<file path="config.mk">
export PLATFORM = sky130hd
export DESIGN_NAME = rs_syndrome_calc
export DESIGN_NICKNAME = d
export VERILOG_FILES = /design/src/rtl/rs_syndrome_calc.sv
export SDC_FILE = /design/constraint.sdc
export NUM_CORES = 1
export LEC_CHECK = 0
export BUFFER_PORTS_ARGS = -buffer_cell sky130_fd_sc_hd__buf_2
export CORE_MARGIN = 5
export CORE_UTILIZATION = 40
export CTS_CLUSTER_SIZE = 16
export DETAILED_ROUTE_END_ITERATION = 12
export GPL_ROUTABILITY_DRIVEN = 1
export HOLD_SLACK_MARGIN = 0.15
export PLACE_DENSITY = 0.69
export SLEW_MARGIN = 10
export SYNTH_ARGS = -nofsm -noshare
export SYNTH_HDL_FRONTEND = slang
export SYNTH_SLANG_ARGS = --single-unit
export TNS_END_PERCENT = 20
</file>
<file path="constraint.sdc">
create_clock -name clock -period 3.4 [get_ports clock]
set_input_delay 0.68 -clock clock [delete_from_list [all_inputs] [get_ports clock]]
set_output_delay 0.68 -clock clock [all_outputs]
set_load 0.01 [all_outputs]
</file>
<file path="src/rtl/rs_syndrome_calc.sv">
// RS(31,31-2T) syndrome calculator over GF(2^5) (x^5+x^2+1): 2T Horner lanes fed one symbol per accept.
// Optional SYND_OVERFLOW_DET_EN builds the sticky overflow detector for unacknowledged completions.

module rs_syndrome_lane #(
    parameter int J = 1
) (
    input  logic       clock,
    input  logic       reset_n,
    input  logic [4:0] sym_in,
    input  logic       load,
    input  logic       step,
    output logic [4:0] horner
);
    logic [4:0] acc;

    // Multiply by the fixed constant alpha^n: n repeated multiply-by-x steps, which collapses to an XOR network.
    function automatic logic [4:0] mul_alpha_pow(input logic [4:0] a, input int n);
        logic [4:0] r;
        r = a;
        for (int i = 0; i < n; i++)
            r = {r[3:0], 1'b0} ^ (r[4] ? 5'b00101 : 5'b00000);
        return r;
    endfunction

    assign horner = mul_alpha_pow(acc, J) ^ sym_in;

    always_ff @(posedge clock or negedge reset_n) begin
        if (!reset_n)  acc <= '0;
        else if (load) acc <= sym_in;
        else if (step) acc <= horner;
    end
endmodule

module rs_syndrome_calc #(
    parameter int T    = 2,
    parameter int NSYM = 31
) (
    input  logic            clock,
    input  logic            reset_n,
    input  logic [4:0]      sym_in,
    input  logic            sym_valid,
    input  logic            sym_sop,
    output logic [10*T-1:0] synd_out,
    output logic            synd_valid,
    input  logic            synd_ack,
    output logic            error_flag,
    output logic            overflow
);
    localparam int NUM_LANES = 2 * T;
    localparam int CW        = $clog2(NSYM);

    logic [CW-1:0]                sym_cnt;
    logic [NUM_LANES-1:0][4:0]    horner;
    logic [NUM_LANES-1:0][4:0]    synd_q;
    logic                         load_first, last, step;

    // sym_sop restarts a block at any count, discarding whatever was in flight.
    assign load_first = sym_valid && ((sym_cnt == '0) || sym_sop);
    assign last       = sym_valid && !load_first && (sym_cnt == CW'(NSYM - 1));
    assign step       = sym_valid && !load_first && !last;

    genvar g;
    generate
        for (g = 0; g < NUM_LANES; g++) begin : g_lane
            rs_syndrome_lane #(.J(g + 1)) u_lane (
                .clock   (clock),
                .reset_n (reset_n),
                .sym_in  (sym_in),
                .load    (load_first),
                .step    (step),
                .horner  (horner[g])
            );
        end
    endgenerate

    always_ff @(posedge clock or negedge reset_n) begin
        if (!reset_n)        sym_cnt <= '0;
        else if (load_first) sym_cnt <= CW'(1);
        else if (last)       sym_cnt <= '0;
        else if (step)       sym_cnt <= sym_cnt + CW'(1);
    end

    // A completing block wins over a simultaneous ack, so valid stays high.
    always_ff @(posedge clock or negedge reset_n) begin
        if (!reset_n) begin
            synd_q     <= '0;
            synd_valid <= 1'b0;
            error_flag <= 1'b0;
        end else if (last) begin
            synd_q     <= horner;
            synd_valid <= 1'b1;
            error_flag <= |horner;
        end else if (synd_ack) begin
            synd_valid <= 1'b0;
        end
    end

    assign synd_out = synd_q;

`ifdef SYND_OVERFLOW_DET_EN
    always_ff @(posedge clock or negedge reset_n) begin
        if (!reset_n)                             overflow <= 1'b0;
        else if (last && synd_valid && !synd_ack) overflow <= 1'b1;
    end
`else
    assign overflow = 1'b0;
`endif
endmodule
</file>
* Word-level counts from Yosys, hierarchy flattened
Cells that the tools add are included.
W data, S select, Z words.
** Word-level totals
- Bits in registers :: 47
- Bits in latches :: 0
- RAM bits :: 0
- Memory bits (read-only) :: 0
- Input bits :: 10
- Output and inout bits :: 23
- Logic and storage cells :: 62
- Memories kept :: 0
** Cells by class
- Add/sub/neg operators :: 1
- Multiply operators :: 0
- Divide/modulo/power cells :: 0
- Order comparisons :: 0
- Eq/ne operators :: 1
- Shift operators :: 0
- Mux-type cells :: 23
- Bitwise logic cells :: 14
- Reductions and logical operators :: 12
** Operators with widths (count)
- $xor A5 B5 Y5 :: 14
- $mux W5 :: 11
- $mux W3 :: 10
- $reduce_or A20 Y1 :: 1
- $add A5 B1 Y5 const B :: 1
- $eq A5 B5 Y1 const B :: 1
- $logic_not A5 Y1 :: 1
- $logic_and A1 B1 Y1 :: 4
- $reduce_bool A2 Y1 :: 2
- $reduce_bool A3 Y1 :: 1
- $logic_not A1 Y1 :: 2
- $mux W1 :: 2
- $logic_or A1 B1 Y1 :: 1

* Longest topological paths before layout
- Depth after elaboration :: 11
- Mapped depth :: 9
- Depth with buffers taken out :: 7

* Hierarchy
Synthesis repeated with hierarchy kept, for this count alone.
** Second synthesis, totals
- Cells, all modules :: 250
- Area total of the unflattened synthesis :: 2777.7 um2
** Modules (own cells, without submodules)
- rs_syndrome_calc :: times used 1, cells an instance 92, area each 1321.3 um2, sequential area each 675.6 um2
- rs_syndrome_lane (g_lane[2].u_lane) :: times used 1, cells an instance 51, area each 451.7 um2, sequential area each 125.1 um2
- rs_syndrome_lane (g_lane[1].u_lane) :: times used 1, cells an instance 38, area each 347.8 um2, sequential area each 125.1 um2
- rs_syndrome_lane (g_lane[0].u_lane) :: times used 1, cells an instance 38, area each 332.8 um2, sequential area each 125.1 um2
- rs_syndrome_lane (g_lane[3].u_lane) :: times used 1, cells an instance 31, area each 324.1 um2, sequential area each 125.1 um2

* Worst setup path before layout
OpenSTA, ideal clock, no wires.
- Path kind :: register to register
- From :: reg sym_cnt[0]
- To :: reg g_lane[0].u_lane.acc[0]
- Library setup time :: 0.127 ns
- Data arrival time :: 2.112 ns
- Data required time :: 3.273 ns
- Setup slack :: 1.161 ns
- Cell stages (with the launch flop) :: 10
- Path buffers :: 2
- Period minus slack after synthesis :: 2.239 ns
- Cell sequence :: dfrtp_1 -> inv_1 -> ha_1 -> and4_4 -> or4b_4 -> and2_4 -> buf_6 -> buf_6 -> a222oi_1 -> inv_1
** Between the ends
- Word-level cells in the longest chain between the ends :: 9
- Elaborated cells on any way between the ends :: 11
- Classes of those cells :: eq/ne: 1; mux: 1; reduce/logical: 9
** RTL lines
- start, declared :: line 52 : logic [CW-1:0] sym_cnt;
- start signal, assigned :: line 80 : else if (step) sym_cnt <= sym_cnt + CW'(1);
- $logic_not A5 Y1 :: line 58 : assign load_first = sym_valid && ((sym_cnt == '0) || sym_sop);
- $logic_or A1 B1 Y1 :: line 58
- $logic_and A1 B1 Y1 :: line 58
- $logic_not A1 Y1 :: line 59, 60
- $logic_and A1 B1 Y1 :: line 59, 60
- $logic_and A1 B1 Y1 :: line 59 : assign last = sym_valid && !load_first && (sym_cnt == CW'(NSYM - 1));
- $logic_not A1 Y1 :: line 60 : assign step = sym_valid && !load_first && !last;
- $logic_and A1 B1 Y1 :: line 60
- $reduce_bool A2 Y1 (no source line)
- end signal, assigned :: line 29 : else if (load) acc <= sym_in;
- end signal, assigned :: line 30 : else if (step) acc <= horner;
- end, declared :: line 14 : logic [4:0] acc;
Several ways; a longest one is shown, not always the timed one.
A chain may end at the register's enable or synchronous reset.

* Worst setup path after layout
Ends and elaborated chain as after synthesis.

==> impl_metrics.py <==
metrics = {
    "status": {
        "status": "completed",
    },
    "logic_synthesis": {
        "yosysTopAreaCell": "dfrtp_1",
        "async_flop_share_pct": 100,
        "ys_warn_count": 0,
        "ys_ff_latch": 47,
        "synth-edff-count": 0,
        "syn_area_per_cell_sq_um": 8.89,
        "yosysMostFrequentCell": "nand2_1",
        "netlist.area_leader.share_pct": 45.1,
        "yosysUniqueCellTypes": 40,
        "synthCells": 293,
        "yosysSeqAreaShare_pct": 45.1,
        "synth_top_flop_cell": "dfrtp_1",
        "syn_nets": 306,
        "ys_top_cells_by_count": "49 x nand2_1, 47 x dfrtp_1, 43 x o21ai_0",
        "synth_area_leaders": "dfrtp_1 45%, o21ai_0 8.3%, nand2_1 7.1%",
        "synth.cell_area_sq_um": 2600,
    },
    "run": {
        "cap_violations": 0,
    },
    "worst_setup_path": {
        "path_class": "register to register",
        "crit_arrival_ns": 2.63,
        "path_max_fanout": 30,
        "r2r_setup_slack_ns": 0.95,
        "slowest_stage": "or4b_4",
        "required_ns": 3.59,
        "cpMostUsedCell": "inv_1",
        "path_cells": "inv_1 > ha_1 > and4_4 > or4b_4 > and2_4 > a222oi_1 > inv_1",
        "rr_endpoint": "g_lane[0].u_lane.acc[0]",
        "rr_startpoint": "sym_cnt[0]",
        "cp-end-kind": "register",
        "slowest_delay_ns": 0.68,
        "startpoint_type": "register",
        "ff2ff_path_depth": 7,
    },
    "grt": {
        "grt_pass1_wl_mm": 9.65,
        "first_global_vias": 1942,
        "track_usage_pct": 14.1,
        "grt_max_degree": 48,
        "grt-ovfl-total": 0,
        "antenna_found_initial": 0,
    },
    "clock_tree": {
        "cts-buffers-inserted": 5,
        "clkSlewWorstSetupHoldPaths_ns": 0.09,
        "cts_resized": 0,
        "cts_buffer_depth": 2,
        "cts_tree": "built",
        "cts_root_buf": "clkbuf_8",
        "cts.htree.levels": 2,
        "cts.hold.buffers_added": 0,
        "cts.sinks": 47,
        "postCtsSetupBuffers": 0,
        "clk_latency_ns": 0.30,
    },
    "power": {
        "ir_worst_vdd_v": 0.000213,
        "leakagePower_nw": 1.36,
        "power.density_nw_per_um2": 599,
    },
    "detailed_routing": {
        "routedWlPerCell_um": 14.8,
        "detail-route-antenna-nets": 0,
        "vias": 2187,
        "drtIter0Drc": 184,
        "wirelength_mm": 5.76,
        "via_per_inst": 5.64,
        "drc": 0,
        "first_pass_iters": 6,
    },
    "cells_and_area": {
        "fin_nets": 323,
        "antenna_cells": 0,
        "drive_above_1_share_pct": 14.8,
        "fin_util_pct": 45.1,
        "synthToLayoutAreaGrowth_pct": 10.0,
        "final_cell_area_sq_um": 2870,
    },
    "timing": {
        "min_period_ns": 2.45,
        "final.setup_skew_ns": 0.0109,
        "drv_slew": 0,
        "rsz0062_at_grt": "false",
        "setup_tns_ns": 0,
        "period_share_pct": 72.0,
        "worstMarginPinSlew_ns": 1.14,
        "finalSetupViolations": 0,
        "max-slew-margin-rel_pct": 23.1,
        "max_freq_mhz": 409,
        "hold_ws_ns": 0.465,
        "finalHoldViolations": 0,
    },
    "placed_design": {
        "hpwlAfterDp_mm": 4.03,
        "io_buffers": 31,
        "place_area_sq_um": 2770,
        "gp_congestion": 0.827,
    },
    "floorplanning": {
        "pin_count": 33,
        "fp.dieH_um": 90.7,
        "core_sq_um": 6350,
        "dieArea_sq_um": 8230,
        "start_util_pct": 41.0,
        "die_w_um": 90.7,
        "rows": 29,
    },
    "worst_hold_path": {
        "holdPathStages": 2,
        "hold_end": "synd_out[2]",
        "hold_start": "synd_out[2]",
        "hold_path.class": "register to register",
    },
}
-- metal layers --
| layer | vias up | track usage (%) | share of wire (%) |
|---|---|---|---|
| met5 | - | 0 | 0 |
| met4 | 0 | 5.09 | 2.1 |
| met3 | 8 | 2.50 | 5.5 |
| met2 | 83 | 22.6 | 49 |
| met1 | 1047 | 19.0 | 43 |
| li1 | 1049 | - | - |
-- worst max path at each step --
stage	start	endpoint	slack [ns]
floorplan	sym_cnt[0]	g_lane[0].u_lane.acc[0]	1.16
global placement	sym_cnt[0]	g_lane[2].u_lane.acc[1]	1.07
detailed placement	sym_in[0]	error_flag	1.00
CTS	sym_cnt[0]	g_lane[3].u_lane.acc[0]	1.0
global route	sym_cnt[0]	g_lane[0].u_lane.acc[0]	0.79
finish	sym_cnt[0]	g_lane[0].u_lane.acc[0]	0.95
-- through the flow --
stage | total power [mW] | worst slack [ns] | std cells
detailed placement | 1.36 | 1.00 | 380
finish | 1.72 | 0.954 | 388
global route | 1.84 | 0.789 | 388
floorplan | 1.23 | 1.16 | 293
global placement | 1.35 | 1.07 | 380
CTS | 1.72 | 0.997 | 388
-- worst max-delay path: cells and delay by family, from the launching register on --
family | cells | cell delay, ns
and+or+nand+nor | 3 | 1.17
DFF | 1 | 0.41
AOI/OAI and AO/OA | 1 | 0.38
adders and majority gates | 1 | 0.21
buffers and inverters | 2 | 0.15
-- report_power, final --
group / switching [mW] / total [mW] / internal (mW) / leakage, nW
Clock: 0.192 / 0.359 / 0.166 / 0.0474
Sequential: 0.157 / 0.802 / 0.645 / 0.609
Combinational: 0.312 / 0.557 / 0.245 / 0.701
Total: 0.661 / 1.72 / 1.06 / 1.36
-- flip-flops by register name, summed over array words and instances, names as in the netlist --
register / cells
error_flag: 1
synd_out: 20
sym_cnt: 5
synd_valid: 1
g_lane.u_lane.acc: 20
-- area by class of cell --
class / instances / area (sq um)
Timing Repair Buffer: 34 / 178
Fill cell: 612 / 3480
Tap cell: 77 / 96.3
Multi-Input combinational cell: 206 / 1260
Sequential cell: 47 / 1180
Clock buffer: 6 / 82.6
Inverter: 16 / 60.1
Clock inverter: 2 / 16.3
-- cell usage in the layout (no fill, tap or decap), types with 2 or more instances in the layout --
| cell type | n |
|---|---|
| mux2i_1 | 2 |
| o21ai_0 | 43 |
| a22oi_1 | 4 |
| clkbuf_8 | 6 |
| inv_1 | 16 |
| o22ai_1 | 2 |
| nand4_1 | 3 |
| dfrtp_1 | 47 |
| a221o_1 | 2 |
| nand2_1 | 49 |
| a21oi_1 | 6 |
| xnor2_1 | 19 |
| buf_2 | 31 |
| and2_1 | 3 |
| nand3_1 | 4 |
| and3_1 | 3 |
| ha_1 | 3 |
| nor2_1 | 14 |
| or4_1 | 2 |
| o211ai_1 | 2 |
| buf_4 | 3 |
| nor4_1 | 2 |
| o31ai_1 | 2 |
| nor3_1 | 5 |
| a22o_1 | 2 |
| xor2_1 | 12 |
| a222oi_1 | 11 |
-- logic make-up (layout without fill, tap and decap cells) --
family	after synthesis	count (layout)	share of synthesized area, %
simple gates	92	92	16.8
compound gates	77	77	18.7
flops	47	47	45.1
buf+inv	40	58	6.58
xor+xnor	31	31	10.4
fa+ha+maj	3	3	1.44
mux	2	2	0.769
other cells	1	1	0.144
Note: power is estimated with default switching activity, not from simulation.
